File: src/rtl/mem_bus_arbiter_pkg.sv
// Shared types and constants for the two-port LSU-to-system-bus arbiter.
// Round-robin arbitration is selected with the CPU_ARB_RR_EN macro.
package mem_bus_arbiter_pkg;

    localparam int CPU_ADDR_WIDTH = 32;
    localparam int CPU_DATA_WIDTH = 32;
    localparam int NUM_PORTS      = 2;

    localparam logic [1:0] CPU_LSU_IDLE  = 2'd0;
    localparam logic [1:0] CPU_LSU_BYTE  = 2'd1;
    localparam logic [1:0] CPU_LSU_HWORD = 2'd2;
    localparam logic [1:0] CPU_LSU_WORD  = 2'd3;

    localparam logic PORT_F = 1'b0;
    localparam logic PORT_D = 1'b1;

    typedef enum logic [1:0] {
        CPU_ARB_IDLE  = 2'd0,
        CPU_ARB_BUS_F = 2'd1,
        CPU_ARB_BUS_D = 2'd2
    } arb_state_e;

    typedef struct packed {
        logic [CPU_ADDR_WIDTH-1:0] addr;
        logic [CPU_DATA_WIDTH-1:0] wdata;
        logic [1:0]                cmd;
        logic                      rnw;
    } lsu_req_t;

    function automatic logic lsu_misaligned(input logic [1:0] cmd, input logic [1:0] addr_lo);
        return ((cmd == CPU_LSU_HWORD) && addr_lo[0]) ||
               ((cmd == CPU_LSU_WORD) && (addr_lo != 2'b00));
    endfunction

endpackage

File: src/rtl/mem_bus_arbiter_if.sv
// System bus seen by the arbiter: req/ack handshake with word address,
// byte enables and lane-replicated write data.
interface mem_bus_arbiter_if;
    import mem_bus_arbiter_pkg::*;

    logic                      req;
    logic [CPU_ADDR_WIDTH-1:0] addr;
    logic [3:0]                be;
    logic                      rnw;
    logic [CPU_DATA_WIDTH-1:0] wdata;
    logic                      ack;
    logic [CPU_DATA_WIDTH-1:0] rdata;
    logic                      err;

    modport master (
        output req, addr, be, rnw, wdata,
        input  ack, rdata, err
    );

    modport slave (
        input  req, addr, be, rnw, wdata,
        output ack, rdata, err
    );

endinterface

File: src/rtl/mem_bus_arbiter_bus_lane_align.sv
// Little-endian byte-lane steering: byte enables and replicated write data
// toward the bus, right-aligned and zero-extended read data back.
module mem_bus_arbiter_bus_lane_align
    import mem_bus_arbiter_pkg::*;
(
    input  logic [1:0]                cmd,
    input  logic [1:0]                addr_lo,
    input  logic [CPU_DATA_WIDTH-1:0] wdata,
    input  logic [CPU_DATA_WIDTH-1:0] bus_rdata,
    output logic [3:0]                be,
    output logic [CPU_DATA_WIDTH-1:0] bus_wdata,
    output logic [CPU_DATA_WIDTH-1:0] rdata
);

    logic [CPU_DATA_WIDTH-1:0] byte_rep;
    logic [CPU_DATA_WIDTH-1:0] half_rep;
    logic [CPU_DATA_WIDTH-1:0] shifted;

    // Narrow stores appear on every lane so the slave can pick by byte enable.
    for (genvar gi = 0; gi < 4; gi++) begin : g_byte_lane
        assign byte_rep[8*gi +: 8] = wdata[7:0];
    end

    for (genvar gi = 0; gi < 2; gi++) begin : g_half_lane
        assign half_rep[16*gi +: 16] = wdata[15:0];
    end

    assign shifted = bus_rdata >> {addr_lo, 3'b000};

    always_comb begin
        be        = 4'b0000;
        bus_wdata = '0;
        rdata     = '0;
        case (cmd)
            CPU_LSU_BYTE: begin
                be        = 4'b0001 << addr_lo;
                bus_wdata = byte_rep;
                rdata     = {24'd0, shifted[7:0]};
            end
            CPU_LSU_HWORD: begin
                be        = 4'b0011 << addr_lo;
                bus_wdata = half_rep;
                rdata     = {16'd0, shifted[15:0]};
            end
            CPU_LSU_WORD: begin
                be        = 4'b1111;
                bus_wdata = wdata;
                rdata     = shifted;
            end
            default: begin
                be        = 4'b0000;
                bus_wdata = '0;
                rdata     = '0;
            end
        endcase
    end

endmodule

File: src/rtl/mem_bus_arbiter.sv
// Shares one req/ack system bus between the fetch (f) and data (d) LSU ports.
// Define CPU_ARB_RR_EN for round-robin; otherwise the data port has priority.
module mem_bus_arbiter
    import mem_bus_arbiter_pkg::*;
(
    input  logic                      clk,
    input  logic                      nrst,

    input  logic [CPU_ADDR_WIDTH-1:0] i_f_addr,
    input  logic [CPU_DATA_WIDTH-1:0] i_f_wdata,
    input  logic [1:0]                i_f_cmd,
    input  logic                      i_f_rnw,
    output logic [CPU_DATA_WIDTH-1:0] o_f_rdata,
    output logic                      o_f_busy,
    output logic                      o_f_err_align,
    output logic                      o_f_err_bus,

    input  logic [CPU_ADDR_WIDTH-1:0] i_d_addr,
    input  logic [CPU_DATA_WIDTH-1:0] i_d_wdata,
    input  logic [1:0]                i_d_cmd,
    input  logic                      i_d_rnw,
    output logic [CPU_DATA_WIDTH-1:0] o_d_rdata,
    output logic                      o_d_busy,
    output logic                      o_d_err_align,
    output logic                      o_d_err_bus,

    mem_bus_arbiter_if.master         bus
);

    logic [CPU_ADDR_WIDTH-1:0] addr_in  [NUM_PORTS];
    logic [CPU_DATA_WIDTH-1:0] wdata_in [NUM_PORTS];
    logic [1:0]                cmd_in   [NUM_PORTS];
    logic                      rnw_in   [NUM_PORTS];

    lsu_req_t                  port_lat       [NUM_PORTS];
    logic                      port_pend      [NUM_PORTS];
    logic [CPU_DATA_WIDTH-1:0] port_rdata     [NUM_PORTS];
    logic                      port_err_align [NUM_PORTS];
    logic                      port_err_bus   [NUM_PORTS];
    logic                      done           [NUM_PORTS];

    arb_state_e                state_q, state_d;
    logic                      bus_req_q, bus_req_d;
    logic [CPU_ADDR_WIDTH-1:0] bus_addr_q, bus_addr_d;
    logic [3:0]                bus_be_q, bus_be_d;
    logic                      bus_rnw_q, bus_rnw_d;
    logic [CPU_DATA_WIDTH-1:0] bus_wdata_q, bus_wdata_d;
`ifdef CPU_ARB_RR_EN
    logic                      last_q, last_d;
`endif

    logic                      grant_port;
    logic                      sel_port;
    lsu_req_t                  sel_lat;
    logic [3:0]                lane_be;
    logic [CPU_DATA_WIDTH-1:0] lane_wdata;
    logic [CPU_DATA_WIDTH-1:0] lane_rdata;

    assign addr_in[PORT_F]  = i_f_addr;
    assign wdata_in[PORT_F] = i_f_wdata;
    assign cmd_in[PORT_F]   = i_f_cmd;
    assign rnw_in[PORT_F]   = i_f_rnw;
    assign addr_in[PORT_D]  = i_d_addr;
    assign wdata_in[PORT_D] = i_d_wdata;
    assign cmd_in[PORT_D]   = i_d_cmd;
    assign rnw_in[PORT_D]   = i_d_rnw;

    assign done[PORT_F] = (state_q == CPU_ARB_BUS_F) && bus.ack;
    assign done[PORT_D] = (state_q == CPU_ARB_BUS_D) && bus.ack;

    // Per-port request latch, error pulses and read-data holding register.
    for (genvar gi = 0; gi < NUM_PORTS; gi++) begin : g_port
        lsu_req_t                  lat_q, lat_d;
        logic                      pend_q, pend_d;
        logic [CPU_DATA_WIDTH-1:0] rdata_q, rdata_d;
        logic                      err_align_q, err_align_d;
        logic                      err_bus_q, err_bus_d;
        logic                      accept;
        logic                      misaligned;

        always_comb begin
            // A command while already pending is dropped rather than queued.
            accept      = (cmd_in[gi] != CPU_LSU_IDLE) && !pend_q;
            misaligned  = lsu_misaligned(cmd_in[gi], addr_in[gi][1:0]);
            lat_d       = lat_q;
            pend_d      = pend_q;
            rdata_d     = rdata_q;
            err_align_d = accept && misaligned;
            err_bus_d   = done[gi] && bus.err;
            if (done[gi]) begin
                pend_d = 1'b0;
                if (lat_q.rnw && !bus.err) begin
                    rdata_d = lane_rdata;
                end
            end
            if (accept && !misaligned) begin
                pend_d      = 1'b1;
                lat_d.addr  = addr_in[gi];
                lat_d.wdata = wdata_in[gi];
                lat_d.cmd   = cmd_in[gi];
                lat_d.rnw   = rnw_in[gi];
            end
        end

        always_ff @(posedge clk) begin
            if (!nrst) begin
                lat_q       <= '0;
                pend_q      <= 1'b0;
                rdata_q     <= '0;
                err_align_q <= 1'b0;
                err_bus_q   <= 1'b0;
            end else begin
                lat_q       <= lat_d;
                pend_q      <= pend_d;
                rdata_q     <= rdata_d;
                err_align_q <= err_align_d;
                err_bus_q   <= err_bus_d;
            end
        end

        assign port_lat[gi]       = lat_q;
        assign port_pend[gi]      = pend_q;
        assign port_rdata[gi]     = rdata_q;
        assign port_err_align[gi] = err_align_q;
        assign port_err_bus[gi]   = err_bus_q;
    end

    always_comb begin
`ifdef CPU_ARB_RR_EN
        if (port_pend[PORT_F] && port_pend[PORT_D]) begin
            grant_port = ~last_q;
        end else begin
            grant_port = port_pend[PORT_D] ? PORT_D : PORT_F;
        end
`else
        grant_port = port_pend[PORT_D] ? PORT_D : PORT_F;
`endif
        // The aligner serves the port about to be granted in IDLE, and the
        // active port during a bus cycle so read data can be steered on ack.
        if (state_q == CPU_ARB_IDLE) begin
            sel_port = grant_port;
        end else begin
            sel_port = (state_q == CPU_ARB_BUS_D) ? PORT_D : PORT_F;
        end
    end

    assign sel_lat = port_lat[sel_port];

    mem_bus_arbiter_bus_lane_align u_lane_align (
        .cmd       (sel_lat.cmd),
        .addr_lo   (sel_lat.addr[1:0]),
        .wdata     (sel_lat.wdata),
        .bus_rdata (bus.rdata),
        .be        (lane_be),
        .bus_wdata (lane_wdata),
        .rdata     (lane_rdata)
    );

    always_comb begin
        state_d     = state_q;
        bus_req_d   = bus_req_q;
        bus_addr_d  = bus_addr_q;
        bus_be_d    = bus_be_q;
        bus_rnw_d   = bus_rnw_q;
        bus_wdata_d = bus_wdata_q;
`ifdef CPU_ARB_RR_EN
        last_d      = last_q;
`endif
        case (state_q)
            CPU_ARB_IDLE: begin
                if (port_pend[PORT_F] || port_pend[PORT_D]) begin
                    state_d     = (grant_port == PORT_D) ? CPU_ARB_BUS_D : CPU_ARB_BUS_F;
                    bus_req_d   = 1'b1;
                    bus_addr_d  = {sel_lat.addr[CPU_ADDR_WIDTH-1:2], 2'b00};
                    bus_be_d    = lane_be;
                    bus_rnw_d   = sel_lat.rnw;
                    bus_wdata_d = lane_wdata;
`ifdef CPU_ARB_RR_EN
                    last_d      = grant_port;
`endif
                end
            end
            CPU_ARB_BUS_F, CPU_ARB_BUS_D: begin
                // Always returning through IDLE keeps req low for a cycle after ack.
                if (bus.ack) begin
                    state_d   = CPU_ARB_IDLE;
                    bus_req_d = 1'b0;
                end
            end
            default: begin
                state_d   = CPU_ARB_IDLE;
                bus_req_d = 1'b0;
            end
        endcase
    end

    always_ff @(posedge clk) begin
        if (!nrst) begin
            state_q     <= CPU_ARB_IDLE;
            bus_req_q   <= 1'b0;
            bus_addr_q  <= '0;
            bus_be_q    <= 4'b0000;
            bus_rnw_q   <= 1'b0;
            bus_wdata_q <= '0;
`ifdef CPU_ARB_RR_EN
            last_q      <= PORT_F;
`endif
        end else begin
            state_q     <= state_d;
            bus_req_q   <= bus_req_d;
            bus_addr_q  <= bus_addr_d;
            bus_be_q    <= bus_be_d;
            bus_rnw_q   <= bus_rnw_d;
            bus_wdata_q <= bus_wdata_d;
`ifdef CPU_ARB_RR_EN
            last_q      <= last_d;
`endif
        end
    end

    assign bus.req   = bus_req_q;
    assign bus.addr  = bus_addr_q;
    assign bus.be    = bus_be_q;
    assign bus.rnw   = bus_rnw_q;
    assign bus.wdata = bus_wdata_q;

    assign o_f_busy      = (i_f_cmd != CPU_LSU_IDLE) || port_pend[PORT_F];
    assign o_d_busy      = (i_d_cmd != CPU_LSU_IDLE) || port_pend[PORT_D];
    assign o_f_rdata     = port_rdata[PORT_F];
    assign o_d_rdata     = port_rdata[PORT_D];
    assign o_f_err_align = port_err_align[PORT_F];
    assign o_d_err_align = port_err_align[PORT_D];
    assign o_f_err_bus   = port_err_bus[PORT_F];
    assign o_d_err_bus   = port_err_bus[PORT_D];

endmodule

File: src/flat_wrapper.sv
// flat-port wrapper written by rule: the top's interface ports become plain ports
module mem_bus_arbiter_flat import mem_bus_arbiter_pkg::*;
  (clk, nrst, i_f_addr, i_f_wdata, i_f_cmd, i_f_rnw, o_f_rdata, o_f_busy, o_f_err_align, o_f_err_bus, i_d_addr, i_d_wdata, i_d_cmd, i_d_rnw, o_d_rdata, o_d_busy, o_d_err_align, o_d_err_bus, bus_req, bus_addr, bus_be, bus_rnw, bus_wdata, bus_ack, bus_rdata, bus_err);
  mem_bus_arbiter_if bus_i ();
  input  logic clk;
  input  logic nrst;
  input  logic [CPU_ADDR_WIDTH-1:0] i_f_addr;
  input  logic [CPU_DATA_WIDTH-1:0] i_f_wdata;
  input  logic [1:0] i_f_cmd;
  input  logic i_f_rnw;
  output logic [CPU_DATA_WIDTH-1:0] o_f_rdata;
  output logic o_f_busy;
  output logic o_f_err_align;
  output logic o_f_err_bus;
  input  logic [CPU_ADDR_WIDTH-1:0] i_d_addr;
  input  logic [CPU_DATA_WIDTH-1:0] i_d_wdata;
  input  logic [1:0] i_d_cmd;
  input  logic i_d_rnw;
  output logic [CPU_DATA_WIDTH-1:0] o_d_rdata;
  output logic o_d_busy;
  output logic o_d_err_align;
  output logic o_d_err_bus;
  output wire logic [$bits(bus_i.req)-1:0] bus_req;
  output wire logic [$bits(bus_i.addr)-1:0] bus_addr;
  output wire logic [$bits(bus_i.be)-1:0] bus_be;
  output wire logic [$bits(bus_i.rnw)-1:0] bus_rnw;
  output wire logic [$bits(bus_i.wdata)-1:0] bus_wdata;
  input wire logic [$bits(bus_i.ack)-1:0] bus_ack;
  input wire logic [$bits(bus_i.rdata)-1:0] bus_rdata;
  input wire logic [$bits(bus_i.err)-1:0] bus_err;
  assign bus_req = bus_i.req;
  assign bus_addr = bus_i.addr;
  assign bus_be = bus_i.be;
  assign bus_rnw = bus_i.rnw;
  assign bus_wdata = bus_i.wdata;
  assign bus_i.ack = bus_ack;
  assign bus_i.rdata = bus_rdata;
  assign bus_i.err = bus_err;
  mem_bus_arbiter u_core (.clk(clk), .nrst(nrst), .i_f_addr(i_f_addr), .i_f_wdata(i_f_wdata), .i_f_cmd(i_f_cmd), .i_f_rnw(i_f_rnw), .o_f_rdata(o_f_rdata), .o_f_busy(o_f_busy), .o_f_err_align(o_f_err_align), .o_f_err_bus(o_f_err_bus), .i_d_addr(i_d_addr), .i_d_wdata(i_d_wdata), .i_d_cmd(i_d_cmd), .i_d_rnw(i_d_rnw), .o_d_rdata(o_d_rdata), .o_d_busy(o_d_busy), .o_d_err_align(o_d_err_align), .o_d_err_bus(o_d_err_bus), .bus(bus_i));
endmodule
File: config.mk
export PLATFORM = sky130hd
export DESIGN_NAME = mem_bus_arbiter_flat
export DESIGN_NICKNAME = d
export VERILOG_FILES = /design/src/rtl/mem_bus_arbiter_pkg.sv /design/src/rtl/mem_bus_arbiter_if.sv /design/src/rtl/mem_bus_arbiter_bus_lane_align.sv /design/src/rtl/mem_bus_arbiter.sv /design/src/flat_wrapper.sv
export SDC_FILE = /design/constraint.sdc
export NUM_CORES = 1
export LEC_CHECK = 0
export BUFFER_PORTS_ARGS = -buffer_cell sky130_fd_sc_hd__clkbuf_2
export CAP_MARGIN = 15
export CELL_PAD_IN_SITES_DETAIL_PLACEMENT = 1
export CELL_PAD_IN_SITES_GLOBAL_PLACEMENT = 1
export CORE_ASPECT_RATIO = 1.4
export CORE_MARGIN = 5
export CORE_UTILIZATION = 43
export CTS_BUF_LIST = sky130_fd_sc_hd__clkbuf_8
export CTS_CLUSTER_DIAMETER = 200
export CTS_CLUSTER_SIZE = 16
export DETAILED_ROUTE_END_ITERATION = 10
export PLACE_DENSITY = 0.92
export SLEW_MARGIN = 5
export SYNTH_ARGS = -nofsm -noshare
export SYNTH_HDL_FRONTEND = slang
export SYNTH_SLANG_ARGS = --single-unit
File: constraint.sdc
create_clock -name clk -period 6.5 [get_ports clk]
set_input_delay 0 -clock clk [delete_from_list [all_inputs] [get_ports clk]]
set_output_delay 0 -clock clk [all_outputs]
set_load 0.05 [all_outputs]
==> run metrics, run 1 <==
status completed; layout cell share with drive strength beyond 1 0.217; vias in the first global route 13115; Worst Path Arrival 4.19 ns; post-route minimum period 3.74 ns; Power Dens Cells 240 nW/µm²; placed cell count 1920; GRT Total Usage 0.310; antenna-violating nets left 0; Setup CP Type flop to flop; Slew HR 0.251; Chip Height 205 µm; CTS H-tree depth 1; Remaining Overflow, GRT 0; Worst-path clk slew 0.10 ns; clock tree from TritonCTS built; initial antenna violation count 8; CTS root buf clkbuf_8; Worst-Skew Late Latency 0.55 ns; I/O pins 310; RePlAce Congestion 0.900; clock skew 0.0268 ns; Netlist cell types 41; Mapped Area 11700 µm²; Max clock buf depth 3; TNS Setup 0 ns; Pre-antenna DRT Iters 4; Non-Filler Instances 2111; register area share after synthesis 0.468; # clock sinks 274; Routed Wire Length 49600 µm; Worst setup SP type flop; Critical Path End Type flop; Worst Path Required 6.95 ns; row count 71; total number of vias 11987; syn avg cell area 8.75 µm²; drt wl/cell 23.5 µm; NumNets Final 1915; placed cell area 13400 µm²; first-pass GRT wire length 74200 µm; largest net degree at the start of global routing 118; Synth Register Bits 274; Initial Utilization 0.435; Num CTS Buffers 21; Max Cap Violations 0; DR DRC count 0; final std cell area, no fill 15400 µm²; WHS 0.0430 ns; DP Worst Slack 2.56 ns; Setup WS post-layout 2.76 ns; period utilization 0.576; Hold/Removal Path Class primary input to flop; Via density 5.68; Syn. warnings 0; Chip Width 149 µm; Fin. Hold Viols 0; Max rail drop VDD 0.205 mV; most common cell after layout, fill and taps aside nand2_1; Leak 6.82 nW; core box area 26900 µm²; max-slew violations 0; Die Footprint 30700 µm²; area grow syn2layout 31.2%; DRC marker count from the first detailed-route iteration 755; Final HPWL DP 29200 µm; Syn Inst Count 1338; Worst-Margin Slew 1.12 ns; most frequent cells in the layout 383 x nand2_1, 306 x clkbuf_2, 274 x dfxtp_1; Fillers 3199; endpoints failing setup 0; RSZ-0062 raised after global routing false; Resized cells post-CTS 0; Max Freq 267 MHz; crit-path max FO 69; Port Buffer Count 307
synthesized netlist by cell type:
cell type / n / share of area
a211oi_1: 25 / 0.016
a31oi_1: 1 / 0.00053
nand2b_1: 5 / 0.0027
inv_1: 8 / 0.0026
or2_2: 2 / 0.0011
o211ai_1: 1 / 0.00064
o31ai_1: 2 / 0.0013
o21ai_1: 1 / 0.00043
buf_1: 9 / 0.0029
mux2i_1: 70 / 0.060
o22ai_1: 8 / 0.0043
a21oi_1: 27 / 0.012
conb_1: 1 / 0.00032
a311o_1: 2 / 0.0017
o221a_2: 1 / 0.00096
buf_4: 7 / 0.0045
a32oi_1: 1 / 0.00075
and3_1: 2 / 0.0011
dfxtp_1: 274 / 0.47
nand3b_1: 2 / 0.0013
and2_1: 9 / 0.0048
o211a_1: 33 / 0.028
nor2_1: 32 / 0.010
o21ai_0: 47 / 0.020
a22oi_1: 9 / 0.0058
ha_1: 8 / 0.0085
nor4b_4: 2 / 0.0041
buf_2: 8 / 0.0034
nor3b_1: 1 / 0.00064
a22o_1: 30 / 0.022
nor2b_1: 43 / 0.023
o21a_1: 7 / 0.0045
nor3_1: 4 / 0.0017
clkbuf_1: 81 / 0.026
a221oi_1: 7 / 0.0052
mux2_2: 18 / 0.017
a311oi_1: 16 / 0.012
a21boi_0: 148 / 0.095
or3_1: 2 / 0.0011
nand2_1: 383 / 0.12
o32ai_1: 1 / 0.00075
stage by stage:
step,power [mW],utilization
after floorplan,2.44,-
after global placement,2.69,0.499
final,3.69,0.571
after detailed placement,2.72,0.499
after CTS,3.64,0.569
after global routing,3.83,0.571
sequential cells by signal (all words and copies together), names as in the netlist:
signal and flops:
u_core.o_d_rdata 32, u_core.g_port.pend_q 2, u_core.bus.be 4, u_core.bus.rnw 1, u_core.o_f_err_align 1, u_core.bus.wdata 32
u_core.o_f_err_bus 1, u_core.o_d_err_align 1, u_core.o_f_rdata 32, u_core.bus.addr 30, u_core.state_q 2, u_core.o_d_err_bus 1
u_core.g_port.lat_q 134, u_core.bus.req 1
routing by layer:
metal	up-vias	share of wire	global-route usage
met5	-	0.00014	0
met4	2	0.081	0.221
met3	215	0.058	0.0494
met2	533	0.51	0.558
met1	5854	0.35	0.326
li1	5383	-	-
worst paths after layout:
path	start	end	slack, ns	cells past startpoint
setup reg to reg	u_core.state_q[1]	u_core.o_d_rdata[8]	2.76	9
hold reg to reg	u_core.bus.be[3]	u_core.bus.be[3]	0.46	2
setup / recovery	u_core.state_q[1]	u_core.o_d_rdata[8]	2.76	9
hold / removal	bus_rdata[13]	u_core.o_f_rdata[13]	0.04	5
worst max-delay path, stage by stage, from the launching register on:
cell and delay, ns:
dfxtp_1 0.34, inv_1 0.10, ha_1 0.35, mux2i_4 0.35, buf_4 0.77, mux2i_2 0.35
buf_6 0.26, nor2_1 0.59, nand2_1 0.18, a311oi_1 0.33
area by class of cell:
| type | instances | area, µm² | area share |
|---|---|---|---|
| Timing Repair Buffer | 480 | 3230 | 0.211 |
| Tap cell | 365 | 457 | 0.0297 |
| Antenna cell | 9 | 22.5 | 0.00147 |
| Inverter | 8 | 30.0 | 0.00195 |
| Multi-Input combinational cell | 952 | 5820 | 0.379 |
| Clock inverter | 2 | 23.8 | 0.00155 |
| Sequential cell | 274 | 5490 | 0.357 |
| Clock buffer | 21 | 289 | 0.0188 |
logic make-up (layout without fill, tap and decap cells):
| kind of cell | Yosys count | count (layout) | synth area share |
|---|---|---|---|
| and+or+nand+nor | 487 | 487 | 0.174 |
| DFF | 274 | 274 | 0.468 |
| other | 1 | 11 | 0.000320 |
| muxes | 88 | 88 | 0.0771 |
| AOI/OAI and AO/OA | 367 | 367 | 0.232 |
| adders and majority gates | 8 | 8 | 0.00855 |
| buffers and inverters | 113 | 511 | 0.0393 |
repair_timing:
item / 4_1_cts / 5_1_grt
hold buffers: 157 / 0
hold endpoints to repair: 189 / 0
endpoints found under the setup margin: 0 / 0
setup buffers: 0 / 0
where the power goes:
part           total, mW  switching (mW)  internal, mW  leakage [nW]
clock              0.872           0.572         0.300         0.158
combinational      0.953           0.625         0.328          4.43
sequential          1.86          0.0814          1.78          2.23
No activity file was read; power rests on OpenSTA's default activity.
==> run 2: changes to the inputs <==
- ABC_AREA: unset -> 1
- CORE_UTILIZATION: 43 -> 35
- PLACE_DENSITY: 0.92 -> 0.84
- clock period: 6.5 -> 3.2 ns (I/O delays scaled with it)
==> run 2 against run 1 <==
  * Sequential power rose by 110%
  * Wire length decreased by 0.47%
  * Sequential share of layout area increased by 0.72 points
  * Global-route usage is 4.5 points lower
  * Area after synthesis down 4.6%
  * Sequential cell count unchanged
  * Via count grew 5.1%
  * Critical endpoint is now u_core.o_f_rdata[11]
  * Largest power group unchanged
==> run metrics, run 2 <==
hold path start nrst; Die Footprint 35600 µm² (+16%); slowest CP cell dlygate4sd3_1; max reg flops 134 (unchanged); I/O pins 310 (unchanged); largest net degree at the start of global routing 166 (+41%); Commonest cells post-synth 286 x nand2_1, 274 x dfxtp_1, 208 x o21ai_0, 204 x nor2_1, 162 x a21oi_1; Worst R2R Start u_core.state_q[0]; Synth Area in Adders 0.00896 (+0.000415); Worst Path Arrival 3.40 ns (-0.79 ns); compound-gate portion of the synthesized area 0.209 (-0.0231); reg2reg setup slack 0.24 ns (-2.52 ns); Max clock buf depth 3 (unchanged); Post-Synth XOR/XNOR Area 0 (unchanged); status completed; core box area 31600 µm² (+17%); Flop pwr share 0.464 (-0.041); drt wl/cell 21.0 µm (-11%); Max rail drop VDD 0.409 mV (+99%); worst-path cell chain inv_1 -> ha_1 -> inv_1 -> nand2_2 -> nand2_4 -> buf_8 -> nand2_1 -> nand2_2 -> inv_2 -> nand2_1 -> nand3_1 -> dlygate4sd3_1 -> nand2_1 -> a21oi_1; WHS 0.0957 ns (+0.0527 ns); Final HPWL DP 28800 µm (-1.5%); Fillers 4026 (+26%); Worst-path clk slew 0.11 ns (about the same); main combinational cell family by area after synthesis simple AND/OR/NAND/NOR gates; register area share after synthesis 0.491 (+0.0227); max-slew violations 0 (unchanged); Netlist cell types 28 (-32%); mux contribution to synthesized area 0 (-0.0771); Syn. warnings 0 (unchanged); total number of vias 12600 (+5.1%); Synth async-reset ratio 0 (unchanged); period utilization 0.926 (+0.351); CTS H-tree depth 1 (unchanged); Syn Inst Count 1523 (+14%); Fin. Hold Viols 0 (unchanged); vias in the first global route 13420 (+2.3%); most frequent cells in the layout 306 x clkbuf_2, 284 x nand2_1, 274 x dfxtp_1; Max Freq 337 MHz (+26%); Pwr Total 8.36 mW (+130%); DR DRC count 0 (unchanged); hold path depth 3 (-2); P_sw 3.25 mW (+150%); # clock sinks 274 (unchanged); Worst setup SP type flop; Top reg by flops u_core.g_port.lat_q; initial antenna violation count 18 (+10); Synth Flop Type dfxtp_1; Pre-antenna DRT Iters 5 (+1); Remaining Overflow, GRT 0 (unchanged); Reg2Reg Depth 14 (+5); final core utilization 0.477 (-0.0942); Via density 5.36 (-5.6%); DRC marker count from the first detailed-route iteration 733 (-2.9%); most common cell after layout, fill and taps aside clkbuf_2; Max Cap Violations 0 (unchanged); logic gate share of total power 0.321 (+0.063); row count 77 (+8.5%); number of synthesized flops with an enable pin 0 (unchanged); Crit path largest cell delay 0.56 ns (-0.21 ns); Synth top area share 0.491 (+0.0227); largest cells by area after synthesis dfxtp_1 49%, nand2_1 9.6%, o21ai_0 9.3%; endpoints failing setup 0 (unchanged); Critical Path End Type flop; layout cell share with drive strength beyond 1 0.195 (-0.0218); post-route minimum period 2.96 ns (-0.778 ns); area leader, netlist dfxtp_1; simple-gate share of the synthesized area 0.218 (+0.0433); Hold/Removal Path Class primary input to flop; Setup CP Type flop to flop; Routed Wire Length 49400 µm (-0.47%); Chip Height 221 µm (+7.8%); area grow syn2layout 34.8%; first-pass GRT wire length 75800 µm (+2.2%); syn avg cell area 7.33 µm² (-16%); Chip Width 161 µm (+7.7%); GRT Total Usage 0.265 (-0.0453); crit-path max FO 67 (-2.9%); clock tree from TritonCTS built; NumNets Final 2119 (+11%); clock power share 0.215 (-0.022); Num CTS Buffers 21 (unchanged); clock skew 0.0260 ns (-0.000872 ns); Setup Buffers After CTS 0 (unchanged); Synth Register Bits 274 (unchanged); antenna-violating nets left 0 (unchanged); Power Dens Cells 555 nW/µm² (+130%); Worst Path Required 3.63 ns (-3.32 ns); Slew HR 0.288 (+0.0365); Crit Reg-Reg Endpoint u_core.o_f_rdata[11]; WHS Endpoint u_core.g_port[0].lat_q[61]; CTS root buf clkbuf_8; Initial Utilization 0.353 (-0.0816); most numerous cell on the critical path nand2_1; Mapped Area 11200 µm² (-4.6%); Port Buffer Count 307 (unchanged); Leak 6.82 nW (about the same); Worst-Skew Late Latency 0.57 ns (+0.02 ns); most frequent cell after synthesis nand2_1; sw frac 0.389 (+0.0423); TNS Setup 0 ns (unchanged); RSZ-0062 raised after global routing false; Worst-Margin Slew 1.07 ns (-0.0532 ns); Int Power 5.11 mW (+110%); RePlAce Congestion 0.840 (-6.7%)
==> run 2: cell count changes in the layout (fill, tap and decap cells not counted), sizes merged, moves of 70 or more <==
cell and delta:
inv +79, a21boi -148, nand2 -93, a21oi +135
mux2i -70, o21ai +175, nor2 +173, nand3 +94
==> run 2: per-stage QoR <==
step	area, µm²	setup WS [ns]	std cells
4_1_cts	15000	0.0243	2336
3_5_place_dp	13000	0.267	2139
5_1_grt	15100	0.0185	2350
3_3_place_gp	13000	0.477	2139
2_1_floorplan	11200	0.291	1524
6_report	15100	0.236	2350
==> run 2: worst max-delay path: cells and delay by family (launching register included) <==
| kind | cells | cell delay, ns |
|---|---|---|
| flip-flops | 1 | 0.38 |
| AND/OR/NAND/NOR | 7 | 0.81 |
| buffers and inverters | 5 | 1.35 |
| adder cells (fa/ha/maj) | 1 | 0.23 |
| AO/OA/AOI/OAI | 1 | 0.06 |
==> run 2: power by group through the flow <==
stage	combinational [mW]	sequential (mW)	clock (mW)
final	2.69	3.88	1.80
after global routing	2.91	3.90	1.96
after global placement	2.34	3.92	0
after floorplan	1.31	4.25	0
after detailed placement	2.39	3.94	0
after CTS	2.57	3.86	1.84
==> run 2: logic make-up (layout without fill, tap and decap cells) <==
logic type               after synthesis  count (layout)
adder cells (fa/ha/maj)                8               8
AO/OA/AOI/OAI                        439             439
other                                  1              16
buffers and inverters                202             619
AND/OR/NAND/NOR                      599             599
flip-flops                           274             274
==> run 2: worst max path at each step <==
stage	startpoint	endpoint	slack, ns
after detailed placement	u_core.state_q[0]	u_core.o_d_rdata[6]	0.27
final	u_core.state_q[0]	u_core.o_f_rdata[11]	0.24
after CTS	u_core.state_q[0]	u_core.o_f_rdata[11]	0.02
after global placement	u_core.state_q[0]	u_core.o_f_rdata[2]	0.48
after floorplan	u_core.state_q[0]	u_core.o_d_rdata[1]	0.29
after global routing	u_core.state_q[1]	u_core.o_f_rdata[11]	0.02
==> run 2: final cells by class <==
cell class              instances  area (µm²)  share of cell area
clock inverters                 2        23.8             0.00158
inverters                      91         342              0.0227
clock buffers                  21         289              0.0192
well taps                     395         494              0.0328
flip-flops and latches        274        5490               0.364
diodes                         14        35.0             0.00233
multi-input cells            1048        4890               0.325
repair buffers                505        3500               0.232
==> run 2: timing repair <==
item / CTS / global route
setup endpoints to repair: 0 / 6
resized for setup: 0 / 4
endpoints found under the hold margin: 207 / 0
hold buffers: 174 / 0
==> run 2: routing by layer <==
metal / share of wire / global-route usage / wire [µm]
met5: 0.00095 / 0 / 47
met4: 0.065 / 0.167 / 3210
met1: 0.38 / 0.302 / 18800
met3: 0.064 / 0.0557 / 3180
met2: 0.49 / 0.449 / 24100
==> run 3: changes to the inputs <==
- ABC_AREA: 1 -> unset
- CORE_UTILIZATION: 35 -> 36
- PLACE_DENSITY: 0.84 -> 0.83
==> run 3 against run 2 <==
  * Sequential cell count is the same
  * Power shrank 10%
  * Register-to-register slack lost 0.02 ns
  * Core utilization grew 0.99 points
  * Via count shrank 6.1%
  * Die area grew 1.8%
  * First-iteration DRC count shrank 4.2%
  * Sequential share of layout area shrank 1.5 points
  * Critical path type unchanged
  * Largest power group unchanged
==> run metrics, run 3 (synthesis results as in run 1) <==
Worst Path Buf+Inv 2 (-3); total number of vias 11837 (-6.1%); Final HPWL DP 30100 µm (+4.4%); Worst Path Arrival 3.41 ns (about the same); area grow syn2layout 34.2%; Worst-path clk slew 0.10 ns (about the same); hold path start bus_rdata[15]; Max clock buf depth 3 (unchanged); Crit path largest cell delay 0.67 ns (+0.11 ns); Int Power 4.94 mW (-3.4%); Setup CP Type flop to flop; Max Freq 335 MHz (-0.75%); Max rail drop VDD 0.343 mV (-16%); DR DRC count 0 (unchanged); RSZ-0062 raised after global routing false; Worst-Skew Late Latency 0.55 ns (-0.02 ns); Initial Utilization 0.363 (+0.00908); WL met3 2620 µm (-18%); DR top layer met4; Via density 5.36 (about the same); endpoints failing setup 0 (unchanged); period utilization 0.933 (+0.00696); antenna-violating nets left 0 (unchanged); Remaining Overflow, GRT 0 (unchanged); WHS 0.0351 ns (-0.0606 ns); most common cell after layout, fill and taps aside nand2_1; CTS root buf clkbuf_8; Fin. Hold Viols 0 (unchanged); max-slew violations 0 (unchanged); drt wl/cell 22.1 µm (+4.9%); Met2 Wirelength 24900 µm (+3.0%); # clock sinks 274 (unchanged); Chip Height 223 µm (+0.92%); row count 78 (+1.3%); I/O pins 310 (unchanged); met1 WL 18100 µm (-3.9%); post-route minimum period 2.99 ns (+0.0223 ns); placed cell area 13700 µm² (+5.7%); reg2reg setup slack 0.21 ns (-0.02 ns); Num CTS Buffers 21 (unchanged); vias in the first global route 12944 (-3.5%); CTS H-tree depth 1 (unchanged); Worst-Margin Slew 0.845 ns (-0.224 ns); GRT Total Usage 0.258 (-0.00719); Worst setup SP type flop; core box area 32300 µm² (+2.2%); Reg2Reg Depth 8 (-6); RePlAce Congestion 0.875 (+4.2%); Critical Path End Type flop; sw frac 0.344 (-0.0455); clock skew 0.0248 ns (-0.00111 ns); P_sw 2.58 mW (-21%); DRC marker count from the first detailed-route iteration 702 (-4.2%); crit-path max FO 64 (-4.5%); crit-path leading delay family multiplexers; Slew HR 0.437 (+0.149); slowest CP cell buf_6; first-pass GRT wire length 74100 µm (-2.2%); layout cell share with drive strength beyond 1 0.222 (+0.0272); Crit Reg-Reg Endpoint u_core.bus.wdata[30]; initial antenna violation count 10 (-8); WHS Endpoint u_core.o_f_rdata[15]; largest net degree at the start of global routing 75 (-55%); logic gate share of total power 0.263 (-0.058); Power Dens Cells 478 nW/µm² (-14%); Chip Width 162 µm (+0.90%); final std cell area, no fill 15700 µm² (+4.4%); clock power share 0.237 (+0.022); most frequent cells in the layout 383 x nand2_1, 306 x clkbuf_2, 274 x dfxtp_1; Non-Filler Instances 2207 (-6.1%); Worst R2R Start u_core.state_q[1]; Pre-antenna DRT Iters 6 (+1); Leak 6.94 nW (+1.9%); TNS Setup 0 ns (unchanged); Routed Wire Length 48700 µm (-1.4%); Port Buffer Count 307 (unchanged); Top reg by flops u_core.g_port.lat_q; Max Cap Violations 0 (unchanged); Hold/Removal Path Class primary input to flop; Flop pwr share 0.500 (+0.036); NumNets Final 1936 (-8.6%); worst-path cell chain inv_1 -> ha_2 -> mux2i_4 -> buf_6 -> mux2i_1 -> nor2b_1 -> a221oi_1 -> o21ai_0; placed cell count 2008 (-6.1%); max reg flops 134 (unchanged); clock tree from TritonCTS built; Worst Path Required 3.63 ns (about the same); hold path depth 5 (+2); Die Footprint 36300 µm² (+1.8%); status completed
==> run 3: changes by cell type in the layout (fill, tap and decap cells not counted), sizes merged, moves of 30 or more <==
| cell | previous run | this run |
|---|---|---|
| nor2b | 0 | 43 |
| a21boi | 0 | 148 |
| a21oi | 162 | 27 |
| o211ai | 51 | 1 |
| a22o | 0 | 30 |
| o21ai | 223 | 48 |
| o211a | 0 | 33 |
| mux2i | 0 | 70 |
| nor2 | 205 | 32 |
| nand2 | 290 | 383 |
| nand3 | 94 | 0 |
| inv | 88 | 9 |
==> run 3: tightest hold or removal path: cells and delay by family <==
family	cells	cell delay, ns
buffers and inverters	1	0.10
muxes	1	0.13
AOI/OAI and AO/OA	2	0.21
and+or+nand+nor	1	0.10
==> run 3: per-layer routing <==
metal / GRT usage / vias up
met5: 0 / -
met4: 0.150 / 0
met2: 0.467 / 468
met3: 0.0442 / 178
met1: 0.278 / 5760
li1: - / 5431
==> run 3: worst max-delay path by stage <==
stage,startpoint,slack [ns],endpoint,cells after the start
floorplan,u_core.state_q[1],0.01,u_core.o_f_rdata[24],16
global placement,u_core.state_q[1],0.15,u_core.bus.wdata[31],8
detailed placement,u_core.state_q[1],0.06,u_core.bus.wdata[15],8
CTS,u_core.state_q[1],0.05,u_core.bus.wdata[15],8
global route,u_core.state_q[1],0.06,u_core.bus.wdata[12],10
finish,u_core.state_q[1],0.21,u_core.bus.wdata[30],8
==> run 3: power by group through the flow <==
| stage | clock [mW] | combinational [mW] | sequential [mW] |
|---|---|---|---|
| 3_5_place_dp | 0 | 1.75 | 3.83 |
| 6_report | 1.78 | 1.98 | 3.76 |
| 2_1_floorplan | 0 | 0.921 | 4.05 |
| 5_1_grt | 1.95 | 2.11 | 3.78 |
| 4_1_cts | 1.82 | 1.93 | 3.75 |
| 3_3_place_gp | 0 | 1.71 | 3.82 |
==> run 3: through the flow <==
stage / util / worst slack, ns / total power, mW
finish: 0.486 / 0.213 / 7.52
floorplan: - / 0.0103 / 4.97
detailed placement: 0.424 / 0.0591 / 5.58
global placement: 0.424 / 0.149 / 5.53
CTS: 0.485 / 0.0459 / 7.49
global route: 0.486 / 0.0579 / 7.84
==> run 3: cell type report <==
cell class              instances  area, µm²
multi-input cells             952       5830
fillers                      3773      16600
well taps                     440        551
clock buffers                  21        289
diodes                          9       22.5
flip-flops and latches        274       5490
clock inverters                 2       23.8
inverters                       8       30.0
repair buffers                501       3480
==> run 3: repair_timing <==
action,4_1_cts,5_1_grt
endpoints found under the hold margin,183,0
resized for setup,0,3
setup endpoints to repair,0,25
buffers inserted,0,0
hold buffers,167,0
